**src/rtl/alu_pkg.sv**
```systemverilog
// Shared types and helpers for the sequential add/subtract unit.
// Build option: ALU_OVF_EN adds the two's-complement overflow flag oV.
package alu_pkg;

    typedef enum logic [1:0] {
        ST_IDLE = 2'd0,
        ST_RUN  = 2'd1,
        ST_DONE = 2'd2
    } state_e;

    localparam logic OP_ADD = 1'b0;
    localparam logic OP_SUB = 1'b1;

    // Even parity over a zero-extended value; zero padding leaves parity unchanged.
    function automatic logic parity_even(input logic [63:0] x);
        return ~^x;
    endfunction

endpackage

```
**src/rtl/alu_addsub_seq_if.sv**
```systemverilog
// Request/response bundle for alu_addsub_seq.
// Build option: ALU_OVF_EN adds the overflow output oV.
interface alu_addsub_seq_if #(
    parameter int unsigned DATASIZE = 8
);
    logic                iStart;
    logic                iSub;
    logic                iUseC;
    logic                iC;
    logic [DATASIZE-1:0] iJ;
    logic [DATASIZE-1:0] iK;
    logic                oBusy;
    logic                oDone;
    logic [DATASIZE-1:0] oD;
    logic                oC;
    logic                oAC;
    logic                oZ;
    logic                oS;
    logic                oP;
`ifdef ALU_OVF_EN
    logic                oV;
`endif

    modport master (
        output iStart, iSub, iUseC, iC, iJ, iK,
        input  oBusy, oDone, oD, oC, oAC, oZ, oS, oP
`ifdef ALU_OVF_EN
        , input oV
`endif
    );

    modport slave (
        input  iStart, iSub, iUseC, iC, iJ, iK,
        output oBusy, oDone, oD, oC, oAC, oZ, oS, oP
`ifdef ALU_OVF_EN
        , output oV
`endif
    );

endinterface

```
**src/rtl/addsub_slice.sv**
```systemverilog
// Combinational SLICE-bit ripple adder/subtractor; subtract inverts b.
// carry[0] is cin, carry[i+1] is the carry out of bit i.
module addsub_slice
    import alu_pkg::*;
#(
    parameter int unsigned SLICE = 2
) (
    input  logic [SLICE-1:0] a,
    input  logic [SLICE-1:0] b,
    input  logic             cin,
    input  logic             sub,
    output logic [SLICE-1:0] sum,
    output logic             cout,
    output logic [SLICE:0]   carry
);

    logic [SLICE-1:0] b_eff;

    always_comb begin
        b_eff    = (sub == OP_SUB) ? ~b : b;
        sum      = '0;
        carry    = '0;
        carry[0] = cin;
        for (int i = 0; i < SLICE; i++) begin
            sum[i]     = a[i] ^ b_eff[i] ^ carry[i];
            carry[i+1] = (a[i] & b_eff[i]) | (carry[i] & (a[i] ^ b_eff[i]));
        end
        cout = carry[SLICE];
    end

endmodule

```
**src/rtl/alu_addsub_seq.sv**
```systemverilog
// Multi-cycle add/subtract with 8085-style flags, SLICE bits per clock, LSB first.
// Build option: ALU_OVF_EN adds the registered overflow flag oV.
module alu_addsub_seq
    import alu_pkg::*;
#(
    parameter int unsigned DATASIZE = 8,
    parameter int unsigned SLICE    = 2
) (
    input logic             iCLK,
    input logic             iRSTn,
    alu_addsub_seq_if.slave bus
);

    localparam int unsigned NSLICE  = DATASIZE / SLICE;
    localparam int unsigned CntW    = (NSLICE > 1) ? $clog2(NSLICE) : 1;
    localparam int unsigned AcSlice = 3 / SLICE;
    localparam int unsigned AcBit   = 3 % SLICE;

    state_e              state_q;
    logic [CntW-1:0]     cnt_q;
    logic [DATASIZE-1:0] j_q, k_q, d_q;
    logic                sub_q, cy_q, ac_int_q;
    logic                busy_q, done_q, c_q, ac_q, z_q, s_q, p_q;
`ifdef ALU_OVF_EN
    logic                v_int_q, v_q;
`endif

    logic [SLICE-1:0]    sum;
    logic                cout;
    logic [SLICE:0]      carry;
    logic [DATASIZE-1:0] sum_ext;
    logic                cin_raw;
    logic                unused_carry;

    assign cin_raw      = bus.iUseC & bus.iC;
    assign sum_ext      = DATASIZE'(sum) << (DATASIZE - SLICE);
    assign unused_carry = ^carry;

    // Operands shift right each cycle so the adder always sees the current slice at bit 0.
    addsub_slice #(
        .SLICE(SLICE)
    ) u_slice (
        .a    (j_q[SLICE-1:0]),
        .b    (k_q[SLICE-1:0]),
        .cin  (cy_q),
        .sub  (sub_q),
        .sum  (sum),
        .cout (cout),
        .carry(carry)
    );

    always_ff @(posedge iCLK or negedge iRSTn) begin
        if (!iRSTn) begin
            state_q  <= ST_IDLE;
            cnt_q    <= '0;
            j_q      <= '0;
            k_q      <= '0;
            d_q      <= '0;
            sub_q    <= 1'b0;
            cy_q     <= 1'b0;
            ac_int_q <= 1'b0;
            busy_q   <= 1'b0;
            done_q   <= 1'b0;
            c_q      <= 1'b0;
            ac_q     <= 1'b0;
            z_q      <= 1'b0;
            s_q      <= 1'b0;
            p_q      <= 1'b0;
`ifdef ALU_OVF_EN
            v_int_q  <= 1'b0;
            v_q      <= 1'b0;
`endif
        end else begin
            done_q <= 1'b0;
            case (state_q)
                ST_IDLE: begin
                    // The done pulse falls in IDLE; a start during it must be dropped.
                    if (bus.iStart && !done_q) begin
                        j_q     <= bus.iJ;
                        k_q     <= bus.iK;
                        sub_q   <= bus.iSub;
                        cy_q    <= (bus.iSub == OP_ADD) ? cin_raw : ~cin_raw;
                        cnt_q   <= '0;
                        busy_q  <= 1'b1;
                        state_q <= ST_RUN;
                    end
                end
                ST_RUN: begin
                    j_q   <= j_q >> SLICE;
                    k_q   <= k_q >> SLICE;
                    d_q   <= (d_q >> SLICE) | sum_ext;
                    cy_q  <= cout;
                    cnt_q <= cnt_q + 1'b1;
                    if (cnt_q == CntW'(AcSlice)) begin
                        ac_int_q <= carry[AcBit+1] ^ sub_q;
                    end
                    if (cnt_q == CntW'(NSLICE - 1)) begin
                        busy_q  <= 1'b0;
                        state_q <= ST_DONE;
`ifdef ALU_OVF_EN
                        v_int_q <= carry[SLICE] ^ carry[SLICE-1];
`endif
                    end
                end
                ST_DONE: begin
                    done_q  <= 1'b1;
                    c_q     <= cy_q ^ sub_q;
                    ac_q    <= ac_int_q;
                    z_q     <= (d_q == '0);
                    s_q     <= d_q[DATASIZE-1];
                    p_q     <= parity_even(64'(d_q));
`ifdef ALU_OVF_EN
                    v_q     <= v_int_q;
`endif
                    state_q <= ST_IDLE;
                end
                default: state_q <= ST_IDLE;
            endcase
        end
    end

    assign bus.oBusy = busy_q;
    assign bus.oDone = done_q;
    assign bus.oD    = d_q;
    assign bus.oC    = c_q;
    assign bus.oAC   = ac_q;
    assign bus.oZ    = z_q;
    assign bus.oS    = s_q;
    assign bus.oP    = p_q;
`ifdef ALU_OVF_EN
    assign bus.oV    = v_q;
`endif

endmodule

```
**src/flat_wrapper.sv**
```systemverilog
// flat-port wrapper written by rule: the top's interface ports become plain ports
module alu_addsub_seq_flat import alu_pkg::*;
#(
    parameter int unsigned DATASIZE = 8,
    parameter int unsigned SLICE    = 2
)
  (iCLK, iRSTn, bus_iStart, bus_iSub, bus_iUseC, bus_iC, bus_iJ, bus_iK, bus_oBusy, bus_oDone, bus_oD, bus_oC, bus_oAC, bus_oZ, bus_oS, bus_oP);
  alu_addsub_seq_if #(.DATASIZE(DATASIZE)) bus_i ();
  input logic iCLK;
  input logic iRSTn;
  input wire logic [$bits(bus_i.iStart)-1:0] bus_iStart;
  input wire logic [$bits(bus_i.iSub)-1:0] bus_iSub;
  input wire logic [$bits(bus_i.iUseC)-1:0] bus_iUseC;
  input wire logic [$bits(bus_i.iC)-1:0] bus_iC;
  input wire logic [$bits(bus_i.iJ)-1:0] bus_iJ;
  input wire logic [$bits(bus_i.iK)-1:0] bus_iK;
  output wire logic [$bits(bus_i.oBusy)-1:0] bus_oBusy;
  output wire logic [$bits(bus_i.oDone)-1:0] bus_oDone;
  output wire logic [$bits(bus_i.oD)-1:0] bus_oD;
  output wire logic [$bits(bus_i.oC)-1:0] bus_oC;
  output wire logic [$bits(bus_i.oAC)-1:0] bus_oAC;
  output wire logic [$bits(bus_i.oZ)-1:0] bus_oZ;
  output wire logic [$bits(bus_i.oS)-1:0] bus_oS;
  output wire logic [$bits(bus_i.oP)-1:0] bus_oP;
  assign bus_i.iStart = bus_iStart;
  assign bus_i.iSub = bus_iSub;
  assign bus_i.iUseC = bus_iUseC;
  assign bus_i.iC = bus_iC;
  assign bus_i.iJ = bus_iJ;
  assign bus_i.iK = bus_iK;
  assign bus_oBusy = bus_i.oBusy;
  assign bus_oDone = bus_i.oDone;
  assign bus_oD = bus_i.oD;
  assign bus_oC = bus_i.oC;
  assign bus_oAC = bus_i.oAC;
  assign bus_oZ = bus_i.oZ;
  assign bus_oS = bus_i.oS;
  assign bus_oP = bus_i.oP;
  alu_addsub_seq #(.DATASIZE(DATASIZE), .SLICE(SLICE)) u_core (.iCLK(iCLK), .iRSTn(iRSTn), .bus(bus_i));
endmodule
```
**config.mk**
```make
export PLATFORM = sky130hd
export DESIGN_NAME = alu_addsub_seq_flat
export DESIGN_NICKNAME = d
export VERILOG_FILES = /design/src/rtl/alu_pkg.sv /design/src/rtl/alu_addsub_seq_if.sv /design/src/rtl/addsub_slice.sv /design/src/rtl/alu_addsub_seq.sv /design/src/flat_wrapper.sv
export SDC_FILE = /design/constraint.sdc
export NUM_CORES = 1
export LEC_CHECK = 0
export ABC_AREA = 1
export BUFFER_PORTS_ARGS = -buffer_cell sky130_fd_sc_hd__buf_2
export CAP_MARGIN = 20
export CORE_ASPECT_RATIO = 0.8
export CORE_MARGIN = 2
export CORE_UTILIZATION = 30
export DETAILED_ROUTE_END_ITERATION = 8
export PLACE_DENSITY = 0.54
export SLEW_MARGIN = 20
export SYNTH_ARGS = -nofsm -noshare
export SYNTH_HDL_FRONTEND = slang
export SYNTH_SLANG_ARGS = --single-unit
export TNS_END_PERCENT = 50
```
**constraint.sdc**
```tcl
create_clock -name iCLK -period 3 [get_ports iCLK]
set_input_delay 0.15 -clock iCLK [delete_from_list [all_inputs] [get_ports iCLK]]
set_output_delay 0.15 -clock iCLK [all_outputs]
set_load 0.02 [all_outputs]
```
==> key figures, run 1 <==
Floorplan
  • Die area: roughly 6800 um2
  • Die height: 74.1 um
  • Core area: 5910 um2
  • Initial Util: 0.312
  • Row cnt: 25
  • Die span in x: 91.6 um
  • Io pins: 37

Setup path
  • Reg-to-Reg Start: u_core.sub_q$_DFFE_PN0P_
  • Worst R2R End: u_core.ac_int_q$_DFFE_PN0P_
  • Worst path cell trace: xor2_1 -> fa_1 -> fa_1 -> xor2_1 -> nand2_1 -> o21ai_0
  • Critical-path maximum fanout: 5
  • Critical Path RT: 3180 ps
  • Crit path from: u_core.sub_q$_DFFE_PN0P_
  • Crit path DAT: between 2000 and 2500 ps
  • CP peak stage delay: 460 ps
  • Worst setup SP type: flip-flop
  • Reg2Reg Depth: 6
  • Critical path class: reg -> reg
  • Worst Setup End Kind: flip-flop
  • Crit-path slowest cell: dfrtp_1
  • R2R setup slack: between 1000 and 1500 ps

Detailed routing
  • M1 wire length: 1.91 mm
  • Via count: 1,443
  • Metal3 WL: 167 um
  • Iter 0 DRT Violations: between 80 and 90
  • Final ANT Viol Nets: 0
  • Routed WL: around 3.8 mm
  • Highest metal used: met4
  • Drt wl/cell: 11.2 um
  • DRT Pass-1 Iters: 4
  • Met2 WL post-DR: roughly 1.6 mm
  • DRC violations left: 0
  • Via/cell ratio: 4.27

Synthesis
  • Syn avg cell area: 8.45 um2
  • Most frequent cells after synthesis: nand2_1 (65), dfrtp_1 (38), inv_1 (31), nor2_1 (17), o21ai_0 (16)
  • Post-Syn Nets: about 250
  • Top_reg_cell synth: dfrtp_1
  • Synth area leader: dfrtp_1
  • Post-synth ARST share: 1.00
  • Yosys reg bits: 38
  • Mapped Area: 1840 um2
  • Synth Warn #: 0
  • Most numerous cell in the Yosys netlist: nand2_1
  • Synth cell types: 22
  • Mapped Cells: ~220
  • Sequential-to-total area share from yosys stat: 0.516
  • Synth top area share: 0.516
  • EDFF count, synth: 0
  • Ranking of synthesized cells by area: dfrtp_1 (52%), nand2_1 (13%), inv_1 (6.3%)

Timing
  • Worst Clk Skew: 6.92 ps
  • Total Neg Setup Slack: 0 ps
  • Post-route clock period utilization: 0.615
  • Slew margin rel.: 0.440
  • Max Clk Rate: 542 MHz
  • Setup-failing EPs final: 0
  • Max-slew violations: 0
  • Worst-margin pin slew: 841 ps
  • RSZ-0062 raised after global routing: no
  • Final Critical Period: 1850 ps
  • Hold Violations, Final: 0

Placed design
  • DP HPWL: 2.68 mm
  • Dpl cell area: 2080 um2
  • RePlAce Congestion: 0.777
  • IO buf count: 36

Finish
  • Layout cells sized above 1: 0.206
  • Antenna Cells: 0
  • Area Overhead vs Synth: 18.3%
  • Net count, final: approximately 290
  • Post-route cell area: 2180 um2

Power
  • Leak Pwr: 1.16 nW
  • Power Dens Cells: 1130 nW/um2
  • PnR Total Power: 2.46 mW
  • Peak VDD IR: 0.278 mV

Worst hold path
  • Hold Crit Endpoint: u_core.k_q[4]$_DFFE_PN0P_
  • Hold Path Class: in -> reg
  • Cells on Worst Hold Path: 3
  • Min-delay src: bus_iK[4]

Global routing
  • Largest net degree at the start of global routing: 39
  • First-pass GRT wire length: 6.44 mm
  • Total track usage: 0.126
  • Global route overflow: 0
  • Vias in the first global route: 1,356
  • Antenna violations before repair: 0

Clock tree
  • Clk_lat worst skew: 290 ps
  • Worst-path clk slew: roughly 70 ps
  • Clock buffer depth: 2
  • H-tree depth: 2
  • TritonCTS clock tree: yes
  • Clock buffer count from CTS: 5
  • Root Buffer: clkbuf_8
  • Sink Count: 38

Flow run
  • MaxCap Viol Count: 0

Status
  • Status: finished clean
power by group:
part,internal [mW],total (mW),switching [mW]
Combinational,0.430,1.21,0.779
Sequential,0.750,0.896,0.146
Clock,0.185,0.356,0.171
Total,1.37,2.46,1.10
per-stage QoR:
stage / hold WS (ps) / setup WS [ps] / std cells / util
floorplan: -146 / 1210 / 218 / -
finish: 63.1 / 1150 / 338 / 0.369
global route: 61.4 / 1050 / 338 / 0.369
CTS: 54.8 / 1140 / 338 / 0.369
detailed placement: 312 / 1150 / 329 / 0.352
global placement: 327 / 1190 / 329 / 0.352
cells by family (layout without fill, tap and decap cells):
kind of cell,Yosys count,after routing,synth area share
compound gates,34,34,0.0937
xor+xnor,4,4,0.0190
fa+ha+maj,8,8,0.0625
buf+inv,40,79,0.0937
flops,38,38,0.516
simple gates,94,94,0.215
state kept, by name, indices dropped and copies added (netlist names):
signal            count
u_core.bus.oD         8
u_core.j_q            8
u_core.k_q            8
u_core.cnt_q          2
u_core.state_q        2
u_core.ac_int_q       1
u_core.bus.oAC        1
u_core.bus.oBusy      1
u_core.bus.oC         1
u_core.bus.oDone      1
u_core.bus.oP         1
u_core.bus.oS         1
u_core.bus.oZ         1
u_core.cy_q           1
u_core.sub_q          1
what timing repair did:
action,4_1_cts,5_1_grt
gates resized for setup,0,0
hold buffers,1,0
endpoints found under the hold margin,5,0
buffers inserted,0,0
setup endpoints to repair,0,0
metal layers:
layer	track usage	vias up
li1	-	745
met1	0.177	660
met2	0.172	28
met3	0.0375	10
met4	0.0774	0
met5	0	-
worst max-delay path: cells and delay by family (launching register included):
kind / cells / cell delay, ps
xor+xnor: 2 / 360
flops: 1 / 460
compound gates: 1 / 70
simple gates: 1 / 60
fa+ha+maj: 2 / 810
worst max path at each step:
stage	endpoint	slack, ps
floorplan	u_core.ac_int_q$_DFFE_PN0P_	1210
global placement	u_core.ac_int_q$_DFFE_PN0P_	1190
detailed placement	u_core.ac_int_q$_DFFE_PN0P_	1150
CTS	u_core.ac_int_q$_DFFE_PN0P_	1140
global route	u_core.ac_int_q$_DFFE_PN0P_	1050
finish	u_core.ac_int_q$_DFFE_PN0P_	1150
layout make-up:
cell class / instances / area [um2]
clock buffers: 7 / 86.3
clock inverters: 1 / 5.00
fillers: 608 / 3730
inverters: 34 / 128
multi-input cells: 140 / 719
flip-flops and latches: 38 / 951
well taps: 81 / 101
repair buffers: 37 / 190
cell usage in the layout, fill, tap and decap left out, types with 4 or more instances in the layout:
cell type,n
clkbuf_8,6
a21oi_1,13
nand3_1,4
inv_1,31
o21ai_1,4
nor2_1,17
nand2_1,65
ha_1,6
o21ai_0,16
dfrtp_1,38
buf_2,36
No activity file was read; power rests on OpenSTA's default activity.
==> run 2, diff against run 1 <==
--- a/config.mk
+++ b/config.mk
@@ -5,7 +5,7 @@
 export SDC_FILE = /design/constraint.sdc
 export NUM_CORES = 1
 export LEC_CHECK = 0
-export ABC_AREA = 1
+export ABC_AREA = 0
 export BUFFER_PORTS_ARGS = -buffer_cell sky130_fd_sc_hd__buf_2
 export CAP_MARGIN = 20
 export CORE_ASPECT_RATIO = 0.8
==> constraint.sdc (replaced) <==
create_clock -name iCLK -period 1.71 [get_ports iCLK]
set_input_delay 0.0855 -clock iCLK [delete_from_list [all_inputs] [get_ports iCLK]]
set_output_delay 0.0855 -clock iCLK [all_outputs]
set_load 0.02 [all_outputs]
==> run 2 against run 1 <==
  * The run now ends with setup timing left
  * Critical endpoint is now u_core.cy_q$_DFFE_PN0P_
  * Final cell count shrank 18%
  * Sequential share of layout area is 0.59 points lower
  * Non-clock buffer count is 11 higher
  * Routed wire length decreased by 12%
  * Register-to-register slack worse by 1200 ps
  * Global-route usage shrank 0.70 points
  * Synthesized area shrank 5.7%
==> key figures, run 2 <==
Worst hold path
  • Hold Path Class: in -> reg
  • Cells on Worst Hold Path: 3 (unchanged)

Finish
  • Antenna Cells: 0 (unchanged)
  • Area Overhead vs Synth: 27.2%
  • Non-Filler Instances: 278 (-18%)
  • Commonest cells after routing, fill and taps aside: dfrtp_1 (38), buf_2 (36), nand2_1 (23)
  • Most common cell after layout, fill and taps aside: dfrtp_1
  • Layout cells sized above 1: 0.300 (+0.0938)
  • Fill cells: 588 (-3.3%)
  • Net count, final: 229 (-20%)

Timing
  • Slew margin rel.: 0.613 (+0.173)
  • Post-route setup slack: -35.3 ps (-1190 ps)
  • Hold_ws: 10.2 ps (-52.8 ps)
  • Hold Violations, Final: 0 (unchanged)
  • Post-route clock period utilization: 1.02 (+0.406)
  • Max Clk Rate: 573 MHz (+5.7%)
  • Max-slew violations: 0 (unchanged)
  • Setup-failing EPs final: 1 (+1)
  • RSZ-0062 raised after global routing: yes
  • Worst-margin pin slew: 580 ps (-261 ps)
  • Final Critical Period: 1750 ps (-100 ps)
  • Worst Clk Skew: 8.50 ps (+1.57 ps)

Synthesis
  • Synth area leader: dfrtp_1
  • Mapped Cells: 153 (-30%)
  • Yosys reg bits: 38 (unchanged)
  • Most frequent cells after synthesis: dfrtp_1 (38), nand2_1 (23), a21o_1 (13), a22o_1 (12), o21ai_0 (12)
  • Post-synth ARST share: 1.00 (unchanged)
  • Synth top area share: 0.547 (+0.0312)
  • Sequential-to-total area share from yosys stat: 0.547 (+0.0312)
  • Synth cell types: 28 (+27%)
  • EDFF count, synth: 0 (unchanged)
  • Most numerous cell in the Yosys netlist: dfrtp_1
  • Ranking of synthesized cells by area: dfrtp_1 (55%), a22o_1 (6.0%), a21o_1 (5.6%)
  • Top_reg_cell synth: dfrtp_1
  • Mapped Area: 1740 um2 (-5.7%)
  • Post-Syn Nets: 183 (-26%)
  • Syn avg cell area: 11.4 um2 (+34%)
  • Synth Warn #: 0 (unchanged)

Detailed routing
  • DRC violations left: 0 (unchanged)
  • Met2 WL post-DR: 1.55 mm (-3.6%)
  • Via count: 1,215 (-16%)
  • M1 wire length: 1.61 mm (-16%)
  • Via/cell ratio: 4.37 (+2.4%)
  • Final ANT Viol Nets: 0 (unchanged)
  • Highest metal used: met4
  • DRT Pass-1 Iters: 4 (unchanged)
  • Drt wl/cell: 12.0 um (+6.9%)
  • Iter 0 DRT Violations: 69 (-15%)
  • Routed WL: 3.33 mm (-12%)
  • Metal3 WL: 107 um (-36%)

Global routing
  • Total track usage: 0.119 (-0.00697)
  • Antenna violations before repair: 0 (unchanged)
  • Vias in the first global route: 1,199 (-12%)
  • Global route overflow: 0 (unchanged)
  • First-pass GRT wire length: 5.76 mm (-11%)
  • Largest net degree at the start of global routing: 21 (-46%)

Floorplan
  • Core area: 5530 um2 (-6.5%)
  • Initial Util: 0.315 (+0.00279)
  • Io pins: 37 (unchanged)
  • Die height: 72.1 um (-2.7%)
  • Row cnt: 24 (-4.0%)
  • Die area: 6420 um2 (-5.4%)
  • Die span in x: 89.1 um (-2.8%)

Flow run
  • MaxCap Viol Count: 0 (unchanged)

Setup path
  • Worst path cell trace: xor2_1 -> fa_2 -> fa_2 -> and2_1 -> a221o_1
  • Most Frequent Cell on Critical Path: fa_2
  • Critical path class: reg -> reg
  • Critical Path RT: 1880 ps (-1300 ps)
  • CP peak stage delay: 390 ps (-70 ps)
  • Worst Setup End Kind: flip-flop
  • Crit-path slowest cell: dfrtp_1
  • Worst setup SP type: flip-flop
  • Crit path DAT: 1920 ps (-100 ps)
  • Critical-path maximum fanout: 2 (-3)
  • Reg2Reg Depth: 5 (-1)

Power
  • Peak VDD IR: 0.630 mV (+130%)
  • Power Dens Cells: 2130 nW/um2 (+89%)
  • Leak Pwr: 1.16 nW (-0.61%)

Clock tree
  • Clock buffer count from CTS: 5 (unchanged)
  • Sink Count: 38 (unchanged)
  • Clk_lat worst skew: 290 ps (about the same)
  • Clock buffer depth: 2 (unchanged)
  • Root Buffer: clkbuf_8
  • H-tree depth: 2 (unchanged)
  • TritonCTS clock tree: yes
  • Worst-path clk slew: 70 ps (about the same)
  • Setup Buffers After CTS: 0 (unchanged)

Placed design
  • DP HPWL: 2.44 mm (-9.2%)
  • RePlAce Congestion: 0.723 (-6.9%)
  • Placed Cells: 267 (-19%)
  • IO buf count: 36 (unchanged)

Status
  • Failing checks: setup timing
  • Status: complete, but fails checks
==> run 2: changes by cell type in the layout (fill, tap and decap cells not counted), moves of 4 or more <==
cell	previous run	this run
a21o_1	0	13
a21oi_1	13	1
a22o_1	0	12
buf_4	0	9
inv_1	31	11
nand2_1	65	23
nand3_1	4	0
nor2_1	17	0
o21ai_0	16	12
==> run 2: kinds of logic after synthesis <==
| family | after synthesis | synth area share |
|---|---|---|
| multiplexers | 3 | 0.0194 |
| XOR/XNOR | 8 | 0.0403 |
| flip-flops | 38 | 0.547 |
| AO/OA/AOI/OAI | 46 | 0.183 |
| AND/OR/NAND/NOR | 30 | 0.0857 |
| adder cells (fa/ha/maj) | 8 | 0.0662 |
| buffers and inverters | 20 | 0.0583 |
==> run 2: final timing paths <==
path,start,slack (ps),endpoint
worst max-delay path,u_core.sub_q$_DFFE_PN0P_,-40,u_core.cy_q$_DFFE_PN0P_
worst min-delay path,bus_iK[7],10,u_core.k_q[7]$_DFFE_PN0P_
worst max register to register,u_core.sub_q$_DFFE_PN0P_,-40,u_core.cy_q$_DFFE_PN0P_
worst min register to register,u_core.bus.oC$_DFFE_PN0P_,480,u_core.bus.oC$_DFFE_PN0P_
max in group asynchronous,iRSTn,1000,u_core.cy_q$_DFFE_PN0P_
min in group asynchronous,iRSTn,200,u_core.bus.oD[3]$_DFFE_PN0P_
==> run 2: what timing repair did <==
item | 4_1_cts | 5_1_grt
setup endpoints to repair | 2 | 2
resized for setup | 1 | 0
hold endpoints to repair | 24 | 0
gates cloned | 0 | 0
pin swaps | 1 | 0
hold buffers | 3 | 0
==> run 2: cell type report <==
class | instances | area [um2] | area share
clock buffers | 6 | 82.6 | 0.0374
clock inverters | 2 | 60.1 | 0.0272
inverters | 11 | 41.3 | 0.0187
multi-input cells | 95 | 701 | 0.317
flip-flops and latches | 38 | 951 | 0.430
well taps | 78 | 97.6 | 0.0441
repair buffers | 48 | 278 | 0.126
==> run 2: per-stage QoR <==
step	power, mW	cell area, um2	util	setup TNS [ps]	setup WS [ps]
4_1_cts	4.79	2210	0.400	-45.4	-45.4
5_1_grt	5.12	2210	0.400	-125	-91.1
2_1_floorplan	3.22	1750	-	-127	-127
3_3_place_gp	3.75	2030	0.368	-18.0	-18.0
3_5_place_dp	3.79	2030	0.368	-52.6	-44.9
6_report	4.71	2210	0.400	-35.3	-35.3
==> run 2: where the power goes <==
| group | switching (mW) | internal [mW] |
|---|---|---|
| logic | 1.16 | 1.03 |
| registers | 0.265 | 1.32 |
| clock network | 0.316 | 0.622 |
| total | 1.74 | 2.97 |
==> run 2: worst max-delay path: cells and delay by family (launching register included) <==
kind	cells	cell delay (ps)
AOI/OAI and AO/OA	1	250
xor gates and xnor gates	1	180
adders and majority gates	2	680
DFF	1	390
and+or+nand+nor	1	140
==> run 2: per-layer routing <==
metal  global-route usage  vias to the layer above
met4               0.0498                        0
li1                     -                      609
met1                0.169                      584
met5                    0                        -
met3               0.0387                        6
met2                0.168                       16
==> run 3, diff against run 2 <==
--- a/config.mk
+++ b/config.mk
@@ -5,7 +5,8 @@
 export SDC_FILE = /design/constraint.sdc
 export NUM_CORES = 1
 export LEC_CHECK = 0
-export ABC_AREA = 0
+export ABC_AREA = 1
+export ABC_CLOCK_PERIOD_IN_PS = 1710
 export BUFFER_PORTS_ARGS = -buffer_cell sky130_fd_sc_hd__buf_2
 export CAP_MARGIN = 20
 export CORE_ASPECT_RATIO = 0.8
==> run 3 against run 2 <==
  * The flow now finishes without violations
  * Final cell count is 26% higher
  * Total power down 4.8%
  * Global-route usage increased by 0.64 points
  * Design area grew 4.2%
  * Critical path depth grew 1
  * Fmax grew 6.2%
  * Via count is 21% higher
  * Worst setup slack improved by 100 ps
  * Utilization down 1.1 points
  * Count of clock-buffer cells in the layout up 1
==> key figures, run 3 (same netlist as run 1, synthesis figures left out) <==
Clock tree
  • Sink Count: 38 (unchanged)
  • Clock buffer count from CTS: 5 (unchanged)
  • Clock buffer depth: 2 (unchanged)
  • Clk_lat worst skew: 290 ps (about the same)
  • H-tree depth: 2 (unchanged)
  • Setup Buffers After CTS: 0 (unchanged)
  • Root Buffer: clkbuf_8
  • TritonCTS clock tree: yes
  • Worst-path clk slew: 70 ps (about the same)

Global routing
  • Global Route met1 Usage: 0.163 (-0.00599)
  • First-pass GRT wire length: 6.45 mm (+12%)
  • Antenna violations before repair: 0 (unchanged)
  • Met2 Resource Use GR: 0.190 (+0.0225)
  • Global route overflow: 0 (unchanged)
  • Vias in the first global route: 1,379 (+15%)
  • Largest net degree at the start of global routing: 21 (unchanged)
  • Total track usage: 0.126 (+0.00639)
  • Gr busiest metal: met2
  • Routing usage on met3: 0.0436 (+0.00489)

Timing
  • Final Critical Period: 1640 ps (-102 ps)
  • Max-slew violations: 0 (unchanged)
  • Hold Violations, Final: 0 (unchanged)
  • Max Clk Rate: 609 MHz (+6.2%)
  • Post-route clock period utilization: 0.961 (-0.0596)
  • Post-route setup slack: 66.7 ps (+102 ps)
  • Setup-failing EPs final: 0 (-1)
  • Slew margin rel.: 0.674 (+0.0609)
  • RSZ-0062 raised after global routing: yes
  • Worst-margin pin slew: 489 ps (-90.7 ps)
  • Worst Clk Skew: 6.02 ps (-2.48 ps)

Floorplan
  • Io pins: 37 (unchanged)
  • Core area: 5910 um2 (+7.0%)
  • Row cnt: 25 (+4.2%)
  • Die area: 6790 um2 (+5.7%)
  • Die span in x: 91.6 um (+2.8%)
  • Die height: 74.1 um (+2.8%)
  • Initial Util: 0.312 (-0.00279)

Detailed routing
  • Drt wl/cell: 11.3 um (-5.8%)
  • DRC violations left: 0 (unchanged)
  • Via/cell ratio: 4.21 (-3.6%)
  • Iter 0 DRT Violations: 85 (+23%)
  • Final ANT Viol Nets: 0 (unchanged)
  • Routed WL: 3.95 mm (+19%)
  • DRT Pass-1 Iters: 4 (unchanged)
  • Via count: 1,474 (+21%)

Setup path
  • Reg-to-Reg Start: u_core.sub_q$_DFFE_PN0P_
  • R2R setup slack: 70 ps (+100 ps)
  • Critical-path maximum fanout: 2 (unchanged)
  • CP peak stage delay: 400 ps (about the same)
  • Critical path class: reg -> reg
  • Crit path DAT: 1820 ps (-100 ps)
  • Worst R2R End: u_core.ac_int_q$_DFFE_PN0P_
  • Crit-path slowest cell: dfrtp_1
  • Reg2Reg Depth: 6 (+1)
  • Worst path cell trace: xor2_1 -> fa_2 -> fa_2 -> xor2_1 -> nand2_1 -> o21ai_1
  • Worst setup SP type: flip-flop
  • Critical Path RT: 1890 ps (about the same)
  • Worst Setup End Kind: flip-flop

Power
  • Net switching power: 2.00 mW (+15%)
  • Power Dens Cells: 1950 nW/um2 (-8.7%)
  • Comb pwr share: 0.509 (+0.044)
  • Peak VDD IR: 0.525 mV (-17%)
  • Net Sw Frac: 0.445 (+0.0756)
  • Flop pwr share: 0.351 (+0.015)
  • Leak Pwr: 1.22 nW (+5.5%)
  • Internal power: 2.49 mW (-16%)
  • Clk pwr share: 0.141 (-0.058)
  • PnR Total Power: 4.49 mW (-4.8%)

Worst hold path
  • Cells on Worst Hold Path: 3 (unchanged)
  • Hold Path Class: in -> reg
  • Hold Crit Endpoint: u_core.k_q[0]$_DFFE_PN0P_
  • Min-delay src: bus_iK[0]

Finish
  • Layout cells sized above 1: 0.227 (-0.0732)
  • Area Overhead vs Synth: 25.0%
  • Antenna Cells: 0 (unchanged)
  • Most common cell after layout, fill and taps aside: nand2_1
  • Non-Filler Instances: 350 (+26%)
  • Post-route cell area: 2300 um2 (+4.2%)
  • Net count, final: 298 (+30%)
  • Core Util, Final: 0.390 (-0.0105)
  • Commonest cells after routing, fill and taps aside: nand2_1 (65), dfrtp_1 (38), buf_2 (36)

Placed design
  • DP HPWL: 2.92 mm (+20%)
  • IO buf count: 36 (unchanged)
  • Dpl cell area: 2140 um2 (+5.4%)
  • Post-Place Worst Slack: 26.3 ps (+71.2 ps)
  • RePlAce Congestion: 0.734 (+1.5%)
  • Placed Cells: 335 (+25%)

Flow run
  • MaxCap Viol Count: 0 (unchanged)

Status
  • Status: finished clean
-- run 3: metal layers --
metal | wire length (um) | share of wire
met1 | 1960 | 0.50
met2 | 1710 | 0.43
met3 | 201 | 0.051
met4 | 82 | 0.021
met5 | 0 | 0
-- run 3: cell type report --
cell class,instances,area [um2]
fill,617,3610
sequential,38,951
multi-input combinational,140,724
timing repair buffer,49,308
inverter,34,128
tap,81,101
clock buffer,7,86.3
clock inverter,1,5.00
-- run 3: metrics by stage --
step	hold slack, ps	setup TNS [ps]
after floorplan	-210	-46.3
after global placement	89.0	0
after detailed placement	80.0	0
after CTS	3.62	0
after global routing	0.634	-48.4
final	2.57	0
-- run 3: critical path: cells and delay by family, from the launching register on --
kind | cells | cell delay, ps
flip-flops | 1 | 400
AO/OA/AOI/OAI | 1 | 60
AND/OR/NAND/NOR | 1 | 60
XOR/XNOR | 2 | 330
adder cells (fa/ha/maj) | 2 | 700
-- run 3: worst max path at each step --
stage | startpoint | endpoint | slack [ps] | depth (start not counted)
finish | u_core.sub_q$_DFFE_PN0P_ | u_core.ac_int_q$_DFFE_PN0P_ | 70 | 6
global route | u_core.sub_q$_DFFE_PN0P_ | u_core.ac_int_q$_DFFE_PN0P_ | -50 | 6
CTS | u_core.sub_q$_DFFE_PN0P_ | u_core.ac_int_q$_DFFE_PN0P_ | 40 | 6
detailed placement | u_core.sub_q$_DFFE_PN0P_ | u_core.ac_int_q$_DFFE_PN0P_ | 30 | 6
global placement | u_core.sub_q$_DFFE_PN0P_ | u_core.ac_int_q$_DFFE_PN0P_ | 50 | 6
floorplan | u_core.sub_q$_DFFE_PN0P_ | u_core.ac_int_q$_DFFE_PN0P_ | -30 | 7
-- run 3: power by group through the flow --
stage,combinational (mW),sequential (mW),clock (mW)
global placement,2.24,1.58,0
finish,2.28,1.57,0.631
CTS,2.31,1.58,0.657
floorplan,1.52,1.73,0
global route,2.62,1.63,0.702
detailed placement,2.28,1.59,0
-- run 3: repair_timing --
| item | CTS | global route |
|---|---|---|
| setup endpoints to repair | 1 | 1 |
| hold buffers | 6 | 1 |
| endpoints found under the hold margin | 24 | 1 |
| gates resized for setup | 1 | 1 |
| gates cloned | 0 | 0 |
